`config.mk`:
```
export PLATFORM = sky130hd
export DESIGN_NAME = boa_mem_arbiter
export DESIGN_NICKNAME = d
export VERILOG_FILES = /design/src/rtl/boa_mem_arbiter.sv
export SDC_FILE = /design/constraint.sdc
export NUM_CORES = 1
export LEC_CHECK = 0
export ABC_CLOCK_PERIOD_IN_PS = 7300
export CAP_MARGIN = 25
export CORE_AREA = 2 2 206 208
export CTS_CLUSTER_DIAMETER = 80
export DETAILED_ROUTE_END_ITERATION = 12
export DIE_AREA = 0 0 208 210
export PLACE_DENSITY = 0.41
export SLEW_MARGIN = 20
export SYNTH_ARGS = -nofsm -noshare
export SYNTH_HDL_FRONTEND = slang
export SYNTH_SLANG_ARGS = --single-unit
```
`constraint.sdc`:
```
create_clock -name clk -period 7.3 [get_ports clk]
set_clock_uncertainty 0.05 [all_clocks]
set_input_delay 1.46 -clock clk [delete_from_list [all_inputs] [get_ports clk]]
set_output_delay 1.46 -clock clk [all_outputs]
set_load 0.01 [all_outputs]
```
`src/rtl/boa_mem_arbiter.sv`:
```
// N-port arbiter sharing one Boa memory bus among several masters, with per-port lock,
// bounded burst quota, starvation escalation and registered response routing.

`ifndef BOA_ARBITER_RR
`define BOA_ARBITER_RR 0
`endif
`ifndef BOA_ARBITER_STATIC
`define BOA_ARBITER_STATIC 1
`endif

module boa_mem_arbiter #(
    parameter int unsigned alen      = 32,
    parameter int unsigned dlen      = 32,
    parameter int unsigned cpus      = 4,
    parameter int unsigned arbiter   = `BOA_ARBITER_RR,
    parameter int unsigned burst_max = 4,
    parameter int unsigned max_wait  = 15
) (
    input  logic                     clk,
    input  logic                     rst,
    input  logic [cpus-1:0]          cpu_re,
    input  logic [cpus*dlen/8-1:0]   cpu_we,
    input  logic [cpus*alen-1:0]     cpu_addr,
    input  logic [cpus*dlen-1:0]     cpu_wdata,
    output logic [cpus*dlen-1:0]     cpu_rdata,
    output logic [cpus-1:0]          cpu_ready,
    output logic                     mem_re,
    output logic [dlen/8-1:0]        mem_we,
    output logic [alen-1:0]          mem_addr,
    output logic [dlen-1:0]          mem_wdata,
    input  logic [dlen-1:0]          mem_rdata,
    input  logic                     mem_ready,
    input  logic [cpus-1:0]          lock,
    output logic [cpus-1:0]          grant,
    output logic [cpus-1:0]          urgent
);

    localparam int unsigned bw = dlen / 8;
    localparam int unsigned rw = $clog2(burst_max + 1);
    localparam int unsigned ww = (max_wait > 0) ? $clog2(max_wait + 1) : 1;
    localparam int unsigned iw = $clog2(cpus);
    localparam logic [rw-1:0] run_max  = rw'(burst_max);
    localparam logic [ww-1:0] wait_max = ww'(max_wait);

    logic [cpus-1:0] req;
    logic [cpus-1:0] sel;
    logic [cpus-1:0] cur;
    logic [cpus-1:0] r_req;
    logic [cpus-1:0] urg_req;
    logic            pend;
    logic            hold;
    logic [rw-1:0]   run;
    logic [ww-1:0]   wait_cnt [cpus];
    logic [iw-1:0]   cur_idx;
    logic [iw-1:0]   rr_idx;
    logic [iw:0]     rr_start;
    logic            rr_found;

    always_comb begin
        req = '0;
        for (int i = 0; i < cpus; i++) begin
            req[i] = cpu_re[i] | (|cpu_we[i*bw +: bw]);
        end
    end

    always_comb begin
        cur_idx = '0;
        for (int i = 0; i < cpus; i++) begin
            if (cur[i]) cur_idx = iw'(i);
        end
    end

    // With no previous owner the round-robin scan starts at port 0.
    assign rr_start = (|cur) ? ({1'b0, cur_idx} + (iw + 1)'(1)) : '0;
    assign hold     = pend & ~mem_ready;
    assign urg_req  = urgent & req;

    always_comb begin
        sel      = '0;
        rr_idx   = '0;
        rr_found = 1'b0;
        if (rst) begin
            sel = '0;
        end else if (hold) begin
            sel = cur;
        end else if (|(cur & req & lock)) begin
            sel = cur;
        end else if (|urg_req) begin
            sel = urg_req & (~urg_req + cpus'(1));
        end else if ((|(cur & req)) && (run < run_max)) begin
            sel = cur;
        end else if (arbiter == `BOA_ARBITER_STATIC) begin
            sel = req & (~req + cpus'(1));
        end else begin
            // Scan ends on cur itself, so it wins only as the sole requester.
            for (int k = 0; k < cpus; k++) begin
                rr_idx = iw'((32'(rr_start) + 32'(k)) % cpus);
                if (!rr_found && req[rr_idx]) begin
                    sel[rr_idx] = 1'b1;
                    rr_found    = 1'b1;
                end
            end
        end
    end

    assign grant = sel;

    always_comb begin
        mem_re    = 1'b0;
        mem_we    = '0;
        mem_addr  = '0;
        mem_wdata = '0;
        for (int i = 0; i < cpus; i++) begin
            if (sel[i]) begin
                mem_re    = cpu_re[i];
                mem_we    = cpu_we[i*bw +: bw];
                mem_addr  = cpu_addr[i*alen +: alen];
                mem_wdata = cpu_wdata[i*dlen +: dlen];
            end
        end
    end

    always_comb begin
        urgent    = '0;
        cpu_ready = '1;
        for (int i = 0; i < cpus; i++) begin
            urgent[i] = !rst && (max_wait != 0) && (wait_cnt[i] == wait_max);
            if (!rst) begin
                cpu_ready[i] = (pend && cur[i]) ? mem_ready : !r_req[i];
            end
        end
    end

    assign cpu_rdata = {cpus{mem_rdata}};

    always_ff @(posedge clk) begin
        if (rst) begin
            cur   <= '0;
            pend  <= 1'b0;
            r_req <= '0;
            run   <= '0;
            for (int i = 0; i < cpus; i++) wait_cnt[i] <= '0;
        end else begin
            if (|sel) cur <= sel;
            pend  <= |sel;
            r_req <= req;
            if (!hold) begin
                if (sel != cur) begin
                    run <= rw'(1);
                end else if (run != run_max) begin
                    run <= run + rw'(1);
                end
            end
            for (int i = 0; i < cpus; i++) begin
                if (sel[i] || !req[i]) begin
                    wait_cnt[i] <= '0;
                end else if (wait_cnt[i] != wait_max) begin
                    wait_cnt[i] <= wait_cnt[i] + ww'(1);
                end
            end
        end
    end

endmodule

```
# ---- Yosys cells after proc, flatten, opt, wreduce, memory -nomap -nowiden
# Memories as Yosys holds them, arrays and structs flattened.
# Cells that the tools add are included.
dict set report word_totals {
  output_inout_bits 209
  ff_bits 12
  input_bits 315
  n_memories 1
  mem_bits_rw 16
  elab_cells 226
}
dict set report op_classes {
  order_cmp 9
  add_sub_neg 10
  eq_ne 10
  reduce_logical 43
  n_mux 126
  bitwise_logic 23
}
# name words word_bits read_ports rd_ports_with_merged_regs write_ports line_no
set mem_list {}
lappend mem_list {wait_cnt 4 4 4 0 4 53} ;# logic [ww-1:0] wait_cnt [cpus];
# cell n
set ops {}
lappend ops {{32-bit 2-to-1 mux} 8}
lappend ops {{4-bit 2-to-1 mux} 36}
lappend ops {{1-bit 2-to-1 mux} 69}
lappend ops {{4-bit OR reduction} 9}
lappend ops {{4-bit by 1-bit adder with 4-bit output, second input constant} 5}
lappend ops {{4-bit bitwise AND} 4}
lappend ops {{4-bit == test, second input constant} 4}
lappend ops {{1-bit logical AND} 16}
lappend ops {{4-bit != test, second input constant} 4}
lappend ops {{1-bit logical NOT} 12}
lappend ops {{2-bit by 3-bit < comparator with 1-bit output, second input constant} 4}
lappend ops {{1-bit bitwise OR} 12}
lappend ops {{4-bit bitwise OR} 3}
lappend ops {{1-bit binary-select mux with 2-bit select} 4}
lappend ops {{1-bit demux with 2-bit select} 4}
lappend ops {{2-bit by 1-bit >= comparator with 1-bit output, second input constant} 4}
lappend ops {{2-bit 2-to-1 mux} 3}
lappend ops {{3-bit 2-to-1 mux} 2}
lappend ops {{2-bit by 1-bit adder with 2-bit output, second input constant} 2}
lappend ops {{2-bit adder, second input constant} 2}
lappend ops {{1-bit logical OR} 4}
lappend ops {{4-bit != test} 1}
lappend ops {{4-bit inverter} 1}
lappend ops {{3-bit by 1-bit adder with 3-bit output, second input constant} 1}
lappend ops {{other kinds (6)} 7}

# ---- Longest topological paths before layout
dict set report logic_depth {
  ltp_word 43
  ltp_mapped 16
  mapped_depth_nobuf 13
}

# ---- Worst setup path after synthesis
# OpenSTA, ideal clock, no wires.
dict set report synth_path {
  path_kind {input -> output}
  start {input cpu_we[5]}
  end {output mem_addr[10]}
  setup_slack_ps 1283
  required_ps 5790
  arrival_ps 4507
  cell_stages 13
  n_path_buf 3
  path_cell_list {or4_1 -> or2_1 -> mux4_2 -> and4_1 -> a2111o_1 -> o21ai_1 -> and2_1 -> buf_6 -> o211a_4 -> a21bo_1 -> buf_2 -> buf_6 -> o221ai_2}
}
dict set report synth_between {
  elab_chain_len 38
  word_cells_on_any_way 75
  classes_between {add/sub: 1; mux: 54; bitwise: 9; reduce/logical: 11}
}
# item line_no
set synth_lines {}
lappend synth_lines {{start: declaration} 22} ;# input logic [cpus*dlen/8-1:0] cpu_we,
lappend synth_lines {{4-bit OR reduction (*)} 62} ;# req[i] = cpu_re[i] | (|cpu_we[i*bw +: bw]);
lappend synth_lines {{1-bit bitwise OR (*)} 62}
lappend synth_lines {{1-bit binary-select mux with 2-bit select} 98} ;# if (!rr_found && req[rr_idx]) begin
lappend synth_lines {{1-bit 2-to-1 mux (not written as such)} 98}
lappend synth_lines {{1-bit 2-to-1 mux} 98}
lappend synth_lines {{1-bit 2-to-1 mux} 90} ;# end else if ((|(cur & req)) && (run < run_max)) begin
lappend synth_lines {{1-bit 2-to-1 mux} 88} ;# end else if (|urg_req) begin
lappend synth_lines {{1-bit 2-to-1 mux} 86} ;# end else if (|(cur & req & lock)) begin
lappend synth_lines {{(+20 left out)} -}
lappend synth_lines {{4-bit 2-to-1 mux} 98}
lappend synth_lines {{4-bit 2-to-1 mux} 90}
lappend synth_lines {{4-bit 2-to-1 mux} 88}
lappend synth_lines {{4-bit 2-to-1 mux (*)} 86}
lappend synth_lines {{4-bit 2-to-1 mux (*)} 84} ;# end else if (hold) begin
lappend synth_lines {{4-bit 2-to-1 mux (*)} 82} ;# if (rst) begin
lappend synth_lines {{32-bit 2-to-1 mux (3 in a row)} 114} ;# if (sel[i]) begin
lappend synth_lines {{32-bit 2-to-1 mux (*)} 114}
lappend synth_lines {{end: declaration} 29} ;# output logic [alen-1:0] mem_addr,
# Every way passes the cells marked *; elsewhere a longest branch is shown, timed or not. The select of a mux whose other input is x is not followed.

# ---- Worst setup path in the final report
dict set report layout_path {
  start {input cpu_we[5]}
  end {output mem_wdata[1]}
}
dict set report layout_between {
  elab_chain_len 38
  word_cells_on_any_way 75
  classes_between {add/sub: 1; mux: 54; bitwise: 9; reduce/logical: 11}
}
# item line_no
set layout_lines {}
lappend layout_lines {{4-bit OR reduction (*)} 62}
lappend layout_lines {{1-bit bitwise OR (*)} 62}
lappend layout_lines {{1-bit binary-select mux with 2-bit select} 98}
lappend layout_lines {{1-bit 2-to-1 mux (not written as such)} 98}
lappend layout_lines {{1-bit 2-to-1 mux} 98}
lappend layout_lines {{1-bit 2-to-1 mux} 90}
lappend layout_lines {{1-bit 2-to-1 mux} 88}
lappend layout_lines {{1-bit 2-to-1 mux} 86}
lappend layout_lines {{(+20 left out)} -}
lappend layout_lines {{4-bit 2-to-1 mux} 98}
lappend layout_lines {{4-bit 2-to-1 mux} 90}
lappend layout_lines {{4-bit 2-to-1 mux} 88}
lappend layout_lines {{4-bit 2-to-1 mux (*)} 86}
lappend layout_lines {{4-bit 2-to-1 mux (*)} 84}
lappend layout_lines {{4-bit 2-to-1 mux (*)} 82}
lappend layout_lines {{32-bit 2-to-1 mux (3 in a row)} 114}
lappend layout_lines {{32-bit 2-to-1 mux (*)} 114}
lappend layout_lines {{end: declaration} 30} ;# output logic [dlen-1:0] mem_wdata,
# Marks and branches as above.

==> key figures <==
Status
  • Outcome: complete, no violations

Final layout
  • Post-route cell area: 10280 um2
  • Finished Layout Cells: 1644
  • Share of cells above drive strength 1: 0.1484
  • Seq. cell area: 720.7 um2
  • Commonest cells after routing, fill and taps aside: 320 x clkdlybuf4s50_1, 141 x nand2_1, 69 x buf_4
  • Final cell utilization of the core: 0.2479
  • Leading cell type in the layout, fill and taps excluded: clkdlybuf4s50_1
  • Multi-input gate area: 3910 um2
  • Nets: 1435
  • Number of inserted diodes: 0
  • Area growth from synthesis to layout: 73.93%
  • Fillers: 4649

Floorplan
  • Placeable core area: 41480 um2
  • Die Height: 210 um
  • Die outline area: 43680 um2
  • Starting utilization of the core area: 0.1425
  • Number of ports placed on the die boundary: 524
  • Horizontal die dimension: 208 um
  • FP Rows: 75

Timing
  • Highest achievable clock rate: 0.1391 GHz
  • Unrepaired setup endpoints after global routing: true
  • Minimum setup slack in the final design: 0.1126 ns
  • Endpoints failing setup: 0
  • Fin Hold WS: 0.4522 ns
  • Final clock period utilization by the worst path: 0.9846
  • Number of hold violations in the final report: 0
  • Number of max-slew violations in the final report: 0
  • Pin slew with the least headroom to its limit: 0.5787 ns
  • Summed negative setup slack over all endpoints: 0 ns
  • Post-layout minimum cycle time: 7.187 ns
  • Max-slew headroom at the worst pin: 0.6113

CTS
  • Number of buffers on the longest clock path: 2
  • H-tree lvl count: 1
  • Clock Tree Root: clkbuf_16
  • Clock transition at the registers of the reported paths: 0.08 ns
  • Clock tree from TritonCTS: built
  • Clock tree sinks: 28
  • Insertion delay to the later sink of the worst-skew pair: 0.27 ns
  • Hold Buf Count CTS: 0
  • CTS Buf Count: 3

Setup path
  • Data arrival at the endpoint of the critical path: 5.68 ns
  • Startpoint type of the worst setup path: primary input
  • Kind of capture point of the worst setup path: primary output
  • Max FO, Critical Path: 9
  • Required time at the endpoint of the critical path: 5.79 ns
  • Cell count of the worst reg-to-reg path: 14
  • R2r startpoint: cur[1]
  • Setup slack of the worst register-to-register path: 3.17 ns
  • Critical path start-end classification: primary input to primary output
  • Reg-to-reg endpoint: run[2]

Synth
  • Cells after Synth: 835
  • Syn Std Cell Area: 5912 um2
  • Fraction of the yosys area taken by sequential cells: 0.1219
  • Yosys Warn Count: 0
  • Library cells used by synthesis: 73
  • Synth async-reset ratio: 0
  • Net count after synthesis: 1164
  • Post-synthesis average cell area: 7.080 um2
  • Number of flip-flops and latches in the synthesized netlist: 28
  • Number of synthesized flops with an enable pin: 16
  • Most used flip-flop cell after synthesis: edfxtp_1

Detailed routing
  • Number of nets still failing antenna checks after routing: 0
  • Via-per-instance ratio: 4.345
  • Total DRC errors in the routed layout: 0
  • Iteration-0 DRC Markers: 456
  • Drt first pass iters: 5
  • Routed wire length: 34280 um
  • DR vias: 7143
  • Wire length per cell after detailed routing: 20.85 um

Power and ir drop
  • Worst VDD drop: 0.0001740 V
  • Cell leakage power: 4.565 nW
  • Total power draw: 3.849 mW
  • Areal power density over the cells: 374.3 nW/um2

Flow run
  • Maximum capacitance violations: 0

GRT
  • Fraction of met2 tracks used by global routing: 0.2659
  • Most congested layer reported by global routing: met2
  • Global route total overflow: 0
  • Global-route wire length before repair: 47950 um
  • Antenna violations before repair: 2
  • Met1 usage: 0.1779
  • Overall routing resource usage: 0.1438
  • Grt met3 use: 0.02771
  • Maximum number of pins on one net before global-route repair: 50
  • Number of global-route vias before repair: 7234

Placement
  • Number of input and output port buffers inserted: 363
  • Placement-stage cell area: 9822 um2
  • Pre-CTS setup slack: -0.5225 ns
  • DP Wirelength: 28180 um
  • RePlAce Congestion: 0.8666
  • Placed cell count: 1634

Hold path
  • Type of the most critical hold path: register to register
  • Endpoint with the worst hold slack: run[0]
  • Worst hold path depth: 2
  • Hold Crit Start: run[0]
critical path: stages:
cell and delay (ns):
clkdlybuf4s50_1 0.42, or4_4 0.57, or2_1 0.28, mux4_2 0.58, a311oi_4 0.29, nand2_1 0.14
a31o_2 0.27, o2bb2ai_1 0.19, nor2_4 0.18, buf_8 0.17, a311oi_1 0.11, o31ai_1 0.26
buf_4 0.19, clkdlybuf4s50_1 0.54
layer usage:
layer | wire, um | vias to the layer above
met3 | 2106 | 16
met2 | 17860 | 324
met5 | 0 | -
met1 | 14040 | 3342
met4 | 274 | 0
li1 | - | 3461
flip-flops by register name, summed over array words and instances (netlist names):
| name | flops |
|---|---|
| cur | 4 |
| pend | 1 |
| r_req | 4 |
| run | 3 |
| wait_cnt | 16 |
timing repair:
item	CTS	global route
pin swaps	5	5
buffers inserted	1	2
setup endpoints to repair	51	60
gates resized for setup	21	50
cloned	0	3
cell families (layout without fill, tap and decap cells):
kind of cell,after synthesis,after routing,synth area share
mux,4,4,0.01100
compound gates,219,219,0.3266
flops,28,28,0.1219
xor+xnor,7,7,0.01037
fa+ha+maj,14,14,0.02963
simple gates,324,324,0.2595
buf+inv,239,509,0.2411
Yosys cell counts, types with 12 or more instances:
master,n,area [um2]
o21ai_0,19,95.09
a311oi_1,37,324.1
buf_2,13,65.06
nor2_1,69,259.0
ha_1,14,175.2
nand2_1,142,533.0
o31ai_1,38,285.3
nand3_1,15,75.07
o221ai_2,30,450.4
inv_1,48,180.2
buf_4,128,960.9
edfxtp_1,16,480.5
dfxtp_1,12,240.2
a2bb2oi_1,33,289.0
clkbuf_1,40,150.1
a21oi_1,13,65.06
and3_1,46,287.8
cell type report:
cell class,instances,share of cell area
clock buffers,3,0.007301
well taps,539,0.06559
repair buffers,455,0.4556
flip-flops and latches,28,0.07009
inverters,50,0.01825
multi-input cells,568,0.3803
clock inverters,1,0.002920
how the worst max path moves through the flow:
| stage | startpoint | to | cells past startpoint |
|---|---|---|---|
| final | cpu_we[5] | mem_wdata[1] | 14 |
| after global routing | cpu_we[5] | mem_addr[16] | 13 |
| after CTS | cpu_we[5] | mem_addr[0] | 14 |
| after detailed placement | cpu_we[5] | mem_wdata[10] | 14 |
| after global placement | cpu_we[5] | mem_wdata[10] | 14 |
| after floorplan | cpu_we[5] | mem_addr[10] | 13 |
where the power goes:
group	internal (mW)	leakage, nW	switching (mW)	total, mW
combinational	1.70	4.22	1.72	3.42
clock	0.109	0.0511	0.0604	0.170
sequential	0.214	0.292	0.0491	0.263
(Power assumes the default switching activity.)
